==> src/rtl/ckp_wheel_generator_pkg.sv <==
// Shared wheel geometry, period limits and FSM encoding for the CKP wheel generator.
// Other EFI blocks take the same wheel geometry values, so the receiver and the transmitter stay consistent.
package ckp_wheel_generator_pkg;

    localparam int CFG_NUM_TEETH           = 60;
    localparam int CFG_NUM_LOST_TEETH      = 2;
    localparam int CFG_CYCLE_COUNTER_WIDTH = 16;
    localparam int CFG_CKP_PERIOD_WIDTH    = 24;
    localparam int CFG_CKP_DEFAULT_PERIOD  = 1000;
    localparam int CFG_CKP_MIN_PERIOD      = 4;

    typedef enum logic [1:0] {
        IDLE = 2'd0,
        RUN  = 2'd1,
        STOP = 2'd2
    } ckp_state_e;

endpackage

==> src/rtl/ckp_wheel_generator_tooth_slot_timer.sv <==
// Tooth-slot timebase: shadow/active period registers, phase counter and slot boundary detect.
// high_phase is computed for the upcoming cycle so the top can register ckp without extra latency.
module tooth_slot_timer
    import ckp_wheel_generator_pkg::*;
#(
    parameter int PERIOD_WIDTH   = CFG_CKP_PERIOD_WIDTH,
    parameter int DEFAULT_PERIOD = CFG_CKP_DEFAULT_PERIOD,
    parameter int MIN_PERIOD     = CFG_CKP_MIN_PERIOD
) (
    input  logic                    clk,
    input  logic                    reset_n,
    input  logic                    run,
    input  logic                    start,
    input  logic                    period_load,
    input  logic [PERIOD_WIDTH-1:0] tooth_period,
    output logic                    boundary,
    output logic                    high_phase,
    output logic                    load_reject
);

    localparam logic [PERIOD_WIDTH-1:0] ONE      = PERIOD_WIDTH'(1);
    localparam logic [PERIOD_WIDTH-1:0] PER_INIT = PERIOD_WIDTH'(DEFAULT_PERIOD);

    logic [PERIOD_WIDTH-1:0] shadow_period;
    logic [PERIOD_WIDTH-1:0] active_period;
    logic [PERIOD_WIDTH-1:0] phase;
    logic [PERIOD_WIDTH-1:0] shadow_next;
    logic [PERIOD_WIDTH-1:0] active_next;
    logic [PERIOD_WIDTH-1:0] phase_next;
    logic                    load_ok;

    function automatic logic period_legal(input logic [PERIOD_WIDTH-1:0] p);
        return p >= PERIOD_WIDTH'(MIN_PERIOD);
    endfunction

    assign load_ok     = period_load && period_legal(tooth_period);
    assign load_reject = period_load && !period_legal(tooth_period);

    always_comb begin
        shadow_next = load_ok ? tooth_period : shadow_period;
        boundary    = run && (phase == active_period - ONE);
        active_next = active_period;
        phase_next  = '0;
        // A start is treated as a boundary so the first slot picks up the latest shadow value.
        if (start || boundary) begin
            active_next = shadow_next;
        end
        if (run && !boundary) begin
            phase_next = phase + ONE;
        end
        high_phase = phase_next < (active_next >> 1);
    end

    always_ff @(posedge clk or negedge reset_n) begin
        if (!reset_n) begin
            shadow_period <= PER_INIT;
            active_period <= PER_INIT;
            phase         <= '0;
        end else begin
            shadow_period <= shadow_next;
            active_period <= active_next;
            phase         <= phase_next;
        end
    end

endmodule

==> src/rtl/ckp_wheel_generator.sv <==
// Crank-position wheel transmitter: toothed wheel with missing teeth, programmable slot period,
// tooth index and revolution count reported for comparison against the EFI receiver.
module ckp_wheel_generator
    import ckp_wheel_generator_pkg::*;
#(
    parameter int NUM_TEETH           = CFG_NUM_TEETH,
    parameter int NUM_LOST_TEETH      = CFG_NUM_LOST_TEETH,
    parameter int CYCLE_COUNTER_WIDTH = CFG_CYCLE_COUNTER_WIDTH,
    parameter int PERIOD_WIDTH        = CFG_CKP_PERIOD_WIDTH,
    parameter int DEFAULT_PERIOD      = CFG_CKP_DEFAULT_PERIOD,
    parameter int MIN_PERIOD          = CFG_CKP_MIN_PERIOD,
    localparam int TW                 = $clog2(NUM_TEETH)
) (
    input  logic                           clk,
    input  logic                           reset_n,
    input  logic                           on,
    input  logic                           period_load,
    input  logic [PERIOD_WIDTH-1:0]        tooth_period,
    output logic                           ckp,
    output logic [TW-1:0]                  tooth_index,
    output logic [CYCLE_COUNTER_WIDTH-1:0] rev_counter,
    output logic                           sync_pulse,
    output logic                           busy,
    output logic                           period_err
);

    localparam logic [TW-1:0] LAST_TOOTH = TW'(NUM_TEETH - 1);
    localparam logic [TW-1:0] TEETH_ON   = TW'(NUM_TEETH - NUM_LOST_TEETH);
    localparam logic [TW-1:0] TOOTH_ONE  = TW'(1);
    localparam logic [CYCLE_COUNTER_WIDTH-1:0] REV_ONE = CYCLE_COUNTER_WIDTH'(1);

    ckp_state_e                     state;
    ckp_state_e                     state_next;
    logic [TW-1:0]                  tooth_next;
    logic [CYCLE_COUNTER_WIDTH-1:0] rev_next;
    logic                           sync_next;
    logic                           busy_next;
    logic                           ckp_next;
    logic                           boundary;
    logic                           high_phase;
    logic                           load_reject;
    logic                           run;
    logic                           start;

    assign run   = (state != IDLE);
    assign start = (state == IDLE) && on;

    tooth_slot_timer #(
        .PERIOD_WIDTH   (PERIOD_WIDTH),
        .DEFAULT_PERIOD (DEFAULT_PERIOD),
        .MIN_PERIOD     (MIN_PERIOD)
    ) u_timer (
        .clk          (clk),
        .reset_n      (reset_n),
        .run          (run),
        .start        (start),
        .period_load  (period_load),
        .tooth_period (tooth_period),
        .boundary     (boundary),
        .high_phase   (high_phase),
        .load_reject  (load_reject)
    );

    always_ff @(posedge clk or negedge reset_n) begin
        if (!reset_n) begin
            state <= IDLE;
        end else begin
            state <= state_next;
        end
    end

    always_comb begin
        state_next = state;
        tooth_next = tooth_index;
        rev_next   = rev_counter;
        sync_next  = 1'b0;
        case (state)
            IDLE: begin
                tooth_next = '0;
                if (on) begin
                    state_next = RUN;
                    sync_next  = 1'b1;
                end
            end
            RUN: begin
                if (!on) state_next = STOP;
            end
            STOP: begin
                // Returning to RUN before the boundary leaves the waveform untouched.
                if (on) state_next = RUN;
                else if (boundary) state_next = IDLE;
            end
            default: state_next = IDLE;
        endcase

        if (run && boundary) begin
            if (tooth_index == LAST_TOOTH) begin
                tooth_next = '0;
                rev_next   = rev_counter + REV_ONE;
            end else begin
                tooth_next = tooth_index + TOOTH_ONE;
            end
            if (state_next == IDLE) tooth_next = '0;
            sync_next = (state_next != IDLE) && (tooth_index == LAST_TOOTH);
        end

        busy_next = (state_next != IDLE);
        ckp_next  = busy_next && high_phase && (tooth_next < TEETH_ON);
    end

    always_ff @(posedge clk or negedge reset_n) begin
        if (!reset_n) begin
            ckp         <= 1'b0;
            tooth_index <= '0;
            rev_counter <= '0;
            sync_pulse  <= 1'b0;
            busy        <= 1'b0;
            period_err  <= 1'b0;
        end else begin
            ckp         <= ckp_next;
            tooth_index <= tooth_next;
            rev_counter <= rev_next;
            sync_pulse  <= sync_next;
            busy        <= busy_next;
            period_err  <= load_reject;
        end
    end

endmodule

==> config.mk <==
export PLATFORM = sky130hd
export DESIGN_NAME = ckp_wheel_generator
export DESIGN_NICKNAME = d
export VERILOG_FILES = /design/src/rtl/ckp_wheel_generator_pkg.sv /design/src/rtl/ckp_wheel_generator_tooth_slot_timer.sv /design/src/rtl/ckp_wheel_generator.sv
export SDC_FILE = /design/constraint.sdc
export NUM_CORES = 1
export LEC_CHECK = 0
export ABC_AREA = 1
export BUFFER_PORTS_ARGS = -buffer_cell sky130_fd_sc_hd__buf_2
export CAP_MARGIN = 20
export CORE_MARGIN = 2
export CORE_UTILIZATION = 50
export DETAILED_ROUTE_END_ITERATION = 8
export GPL_ROUTABILITY_DRIVEN = 0
export GPL_TIMING_DRIVEN = 0
export PLACE_DENSITY = 0.75
export SLEW_MARGIN = 20
export SYNTH_ARGS = -nofsm -noshare
export SYNTH_HDL_FRONTEND = slang
export SYNTH_SLANG_ARGS = --single-unit
==> constraint.sdc <==
create_clock -name clk -period 9.6 [get_ports clk]
set_input_delay 2.88 -clock clk [delete_from_list [all_inputs] [get_ports clk]]
set_output_delay 2.88 -clock clk [all_outputs]
set_load 0.005 [all_outputs]
==> results_dict.tcl <==
set metrics [dict create \
    synth_area_leader_cell "dfrtp_1" \
    drtIter0Drc 302 \
    grt_max_degree 52 \
    critPathMaxFanout 10 \
    finalSetupViolCount 0 \
    cp-end-kind "flip-flop" \
    hpwlAfterDp_um 11500 \
    cts_hold_buf 0 \
    synth_edf_count 0 \
    nFillCells 1186 \
    grt_util_all_layers_pct 23.3 \
    outcome "finished clean" \
    skew_ns 0.0109 \
    slew_viol_final 0 \
    die_h_um 117 \
    yosysSeqAreaShare_pct 39.6 \
    crit_buf_inv 2 \
    slew_headroom_pct 47.8 \
    wirelength_um 14600 \
    post_cts_buffers 0 \
    clk_pin_slew_ns 0.07 \
    via_count 5339 \
    worstSetupPathType "input pin to flip-flop" \
    grt_pass1_vias 5219 \
    leakage_nw 3.61 \
    syn-num-nets 877 \
    power.density_nw_per_um2 159 \
    drt-wirelength-per-cell_um 13.7 \
    crit_required_ns 9.87 \
    clock-sinks 100 \
    drc_errors 0 \
    design_area_um2 7170 \
    holdCritPathClass "flip-flop to flip-flop" \
    crit_top_cell "nor2_1" \
    async_flop_share_pct 100 \
    die_area_um2 13600 \
    grt_pass1_wl_um 24600 \
    crit_family "simple AND/OR/NAND/NOR gates" \
    fmax_mhz 159 \
    postRouteAntennaNets 0 \
    synth.avg_cell_area_um2 7.72 \
    cts_tree "built" \
    cts-resized-gates 0 \
    synth_cell_types 42 \
    dp_cells 1049 \
    dr.pass1.iters 5 \
    synthesis.area_um2 6360 \
    worstPathCellList "buf_2 -> nor4_1 -> nand2_1 -> nor2_1 -> nand4_1 -> nand2_1 -> clkbuf_1 -> mux2_2 -> o21ai_0 -> ha_1 -> a21oi_1 -> o21ai_0 -> a31oi_1 -> nor2_1 -> nor2_1 -> nand3_1 -> a21oi_1" \
    postLayoutCoreUtil_pct 57.3 \
    area_growth_pct 12.8 \
    core_area_um2 12500 \
    synth_top_area_share_pct 34.6 \
    cap_viol_max_count 0 \
    pin_count 54 \
    ir_worst_vdd_v 0.000134 \
    start_kind "input pin" \
    final_cell_mix "nand2_1 (208), inv_1 (102), nor2_1 (94)" \
    drive_gt1_share_pct 17.0 \
    antenna_found_initial 0 \
    cts_max_level 3 \
    die_w_um 117 \
    clk_path_buf_depth 2 \
    rows 41 \
    post-route-period-util_pct 65.7 \
    synthTopCellsByArea "dfrtp_1 (35%), nand2_1 (12%), inv_1 (6.0%)" \
    synth_flop_cell "dfrtp_1" \
    start_util_pct 50.8 \
    finalCriticalPeriod_ns 6.31 \
    diodes 0 \
    crit_arrival_ns 6.58 \
    syn_inst 823 \
    cts_buffers 9 \
    cp_slowest_cell "clkbuf_1" \
    ys_seq_elements 100 \
    via_per_inst 5.01 \
    io_buffers 53 \
    nets 942 \
    cts-root-buf "clkbuf_16" \
    final_cells 1065 \
    critical_path.max_stage_delay_ns 0.57 \
    grt_overflow 0 \
    max_slew.worst_pin.slew_ns 0.783 \
    ys_warn_count 0 \
    rsz0062_at_grt "no" \
    fin_hold_ws_ns 0.496 \
    clk_latency_ns 0.36 \
    dpl_cell_area_um2 6870 \
    finalHoldViolations 0 \
    tns_ns 0 \
    final_common_cell "nand2_1" \
]
==> synthesized netlist by cell type, drive strengths merged, types with 2 or more instances <==
cell type  instances
a211oi             2
a21oi             21
and2               4
and3               2
buf                3
clkbuf             8
dfrtp             88
dfstp             12
ha                26
inv              108
mux2              21
nand2            213
nand3             52
nand3b             5
nand4             19
nor2             112
nor3              13
nor3b              4
nor4              10
o21ai             38
or2               12
xnor2             13
xor2              32
==> sequential cells by signal (all words and copies together) (netlist names), 2 cells and up <==
| signal | cells |
|---|---|
| u_timer.active_period | 24 |
| rev_counter | 16 |
| u_timer.shadow_period | 24 |
| tooth_index | 6 |
| state | 2 |
| u_timer.phase | 24 |
==> final cells by class <==
cell class	instances	area, um2	area share (%)
Clock inverter	5	58.8	0.820
Timing Repair Buffer	54	299	4.17
Inverter	108	405	5.65
Sequential cell	100	2520	35.1
Multi-Input combinational cell	604	3380	47.2
Buffer	11	51.3	0.715
Clock buffer	11	243	3.38
Tap cell	172	215	3.00
==> report_power, final <==
| part | total, mW | switching [mW] | leakage [nW] | internal, mW |
|---|---|---|---|---|
| sequential | 0.499 | 0.0351 | 1.25 | 0.464 |
| combinational | 0.266 | 0.170 | 2.22 | 0.0958 |
| clock | 0.373 | 0.163 | 0.142 | 0.210 |
==> per-layer routing <==
metal	up-vias	track usage [%]	share of wire, %
li1	2770	-	-
met1	2444	31.1	48
met2	104	38.4	46
met3	21	3.89	3.9
met4	0	8.63	2.1
met5	-	0	0
==> worst paths after layout <==
path	slack (ns)	from	endpoint	cells after the start
min in group asynchronous	2.46	reset_n	period_err	1
max in group asynchronous	6.51	reset_n	u_timer.active_period[3]	2
min reg2reg	0.50	u_timer.shadow_period[4]	u_timer.shadow_period[4]	1
max	3.29	tooth_period[22]	ckp	17
max reg2reg	5.11	u_timer.active_period[0]	ckp	23
min	0.50	u_timer.shadow_period[4]	u_timer.shadow_period[4]	1
==> stage by stage <==
step | setup slack (ns) | power (mW)
4_1_cts | 3.15 | 1.14
5_1_grt | 2.93 | 1.20
3_5_place_dp | 2.82 | 0.770
3_3_place_gp | 2.80 | 0.762
6_report | 3.29 | 1.14
2_1_floorplan | 4.08 | 0.691
==> cells by family after synthesis <==
logic type	share of synthesized area [%]
compound gates	5.49
xor+xnor	6.20
fa+ha+maj	5.12
buf+inv	7.19
flops	39.6
mux	3.72
simple gates	32.7
Note: power is estimated with default switching activity, not from simulation.
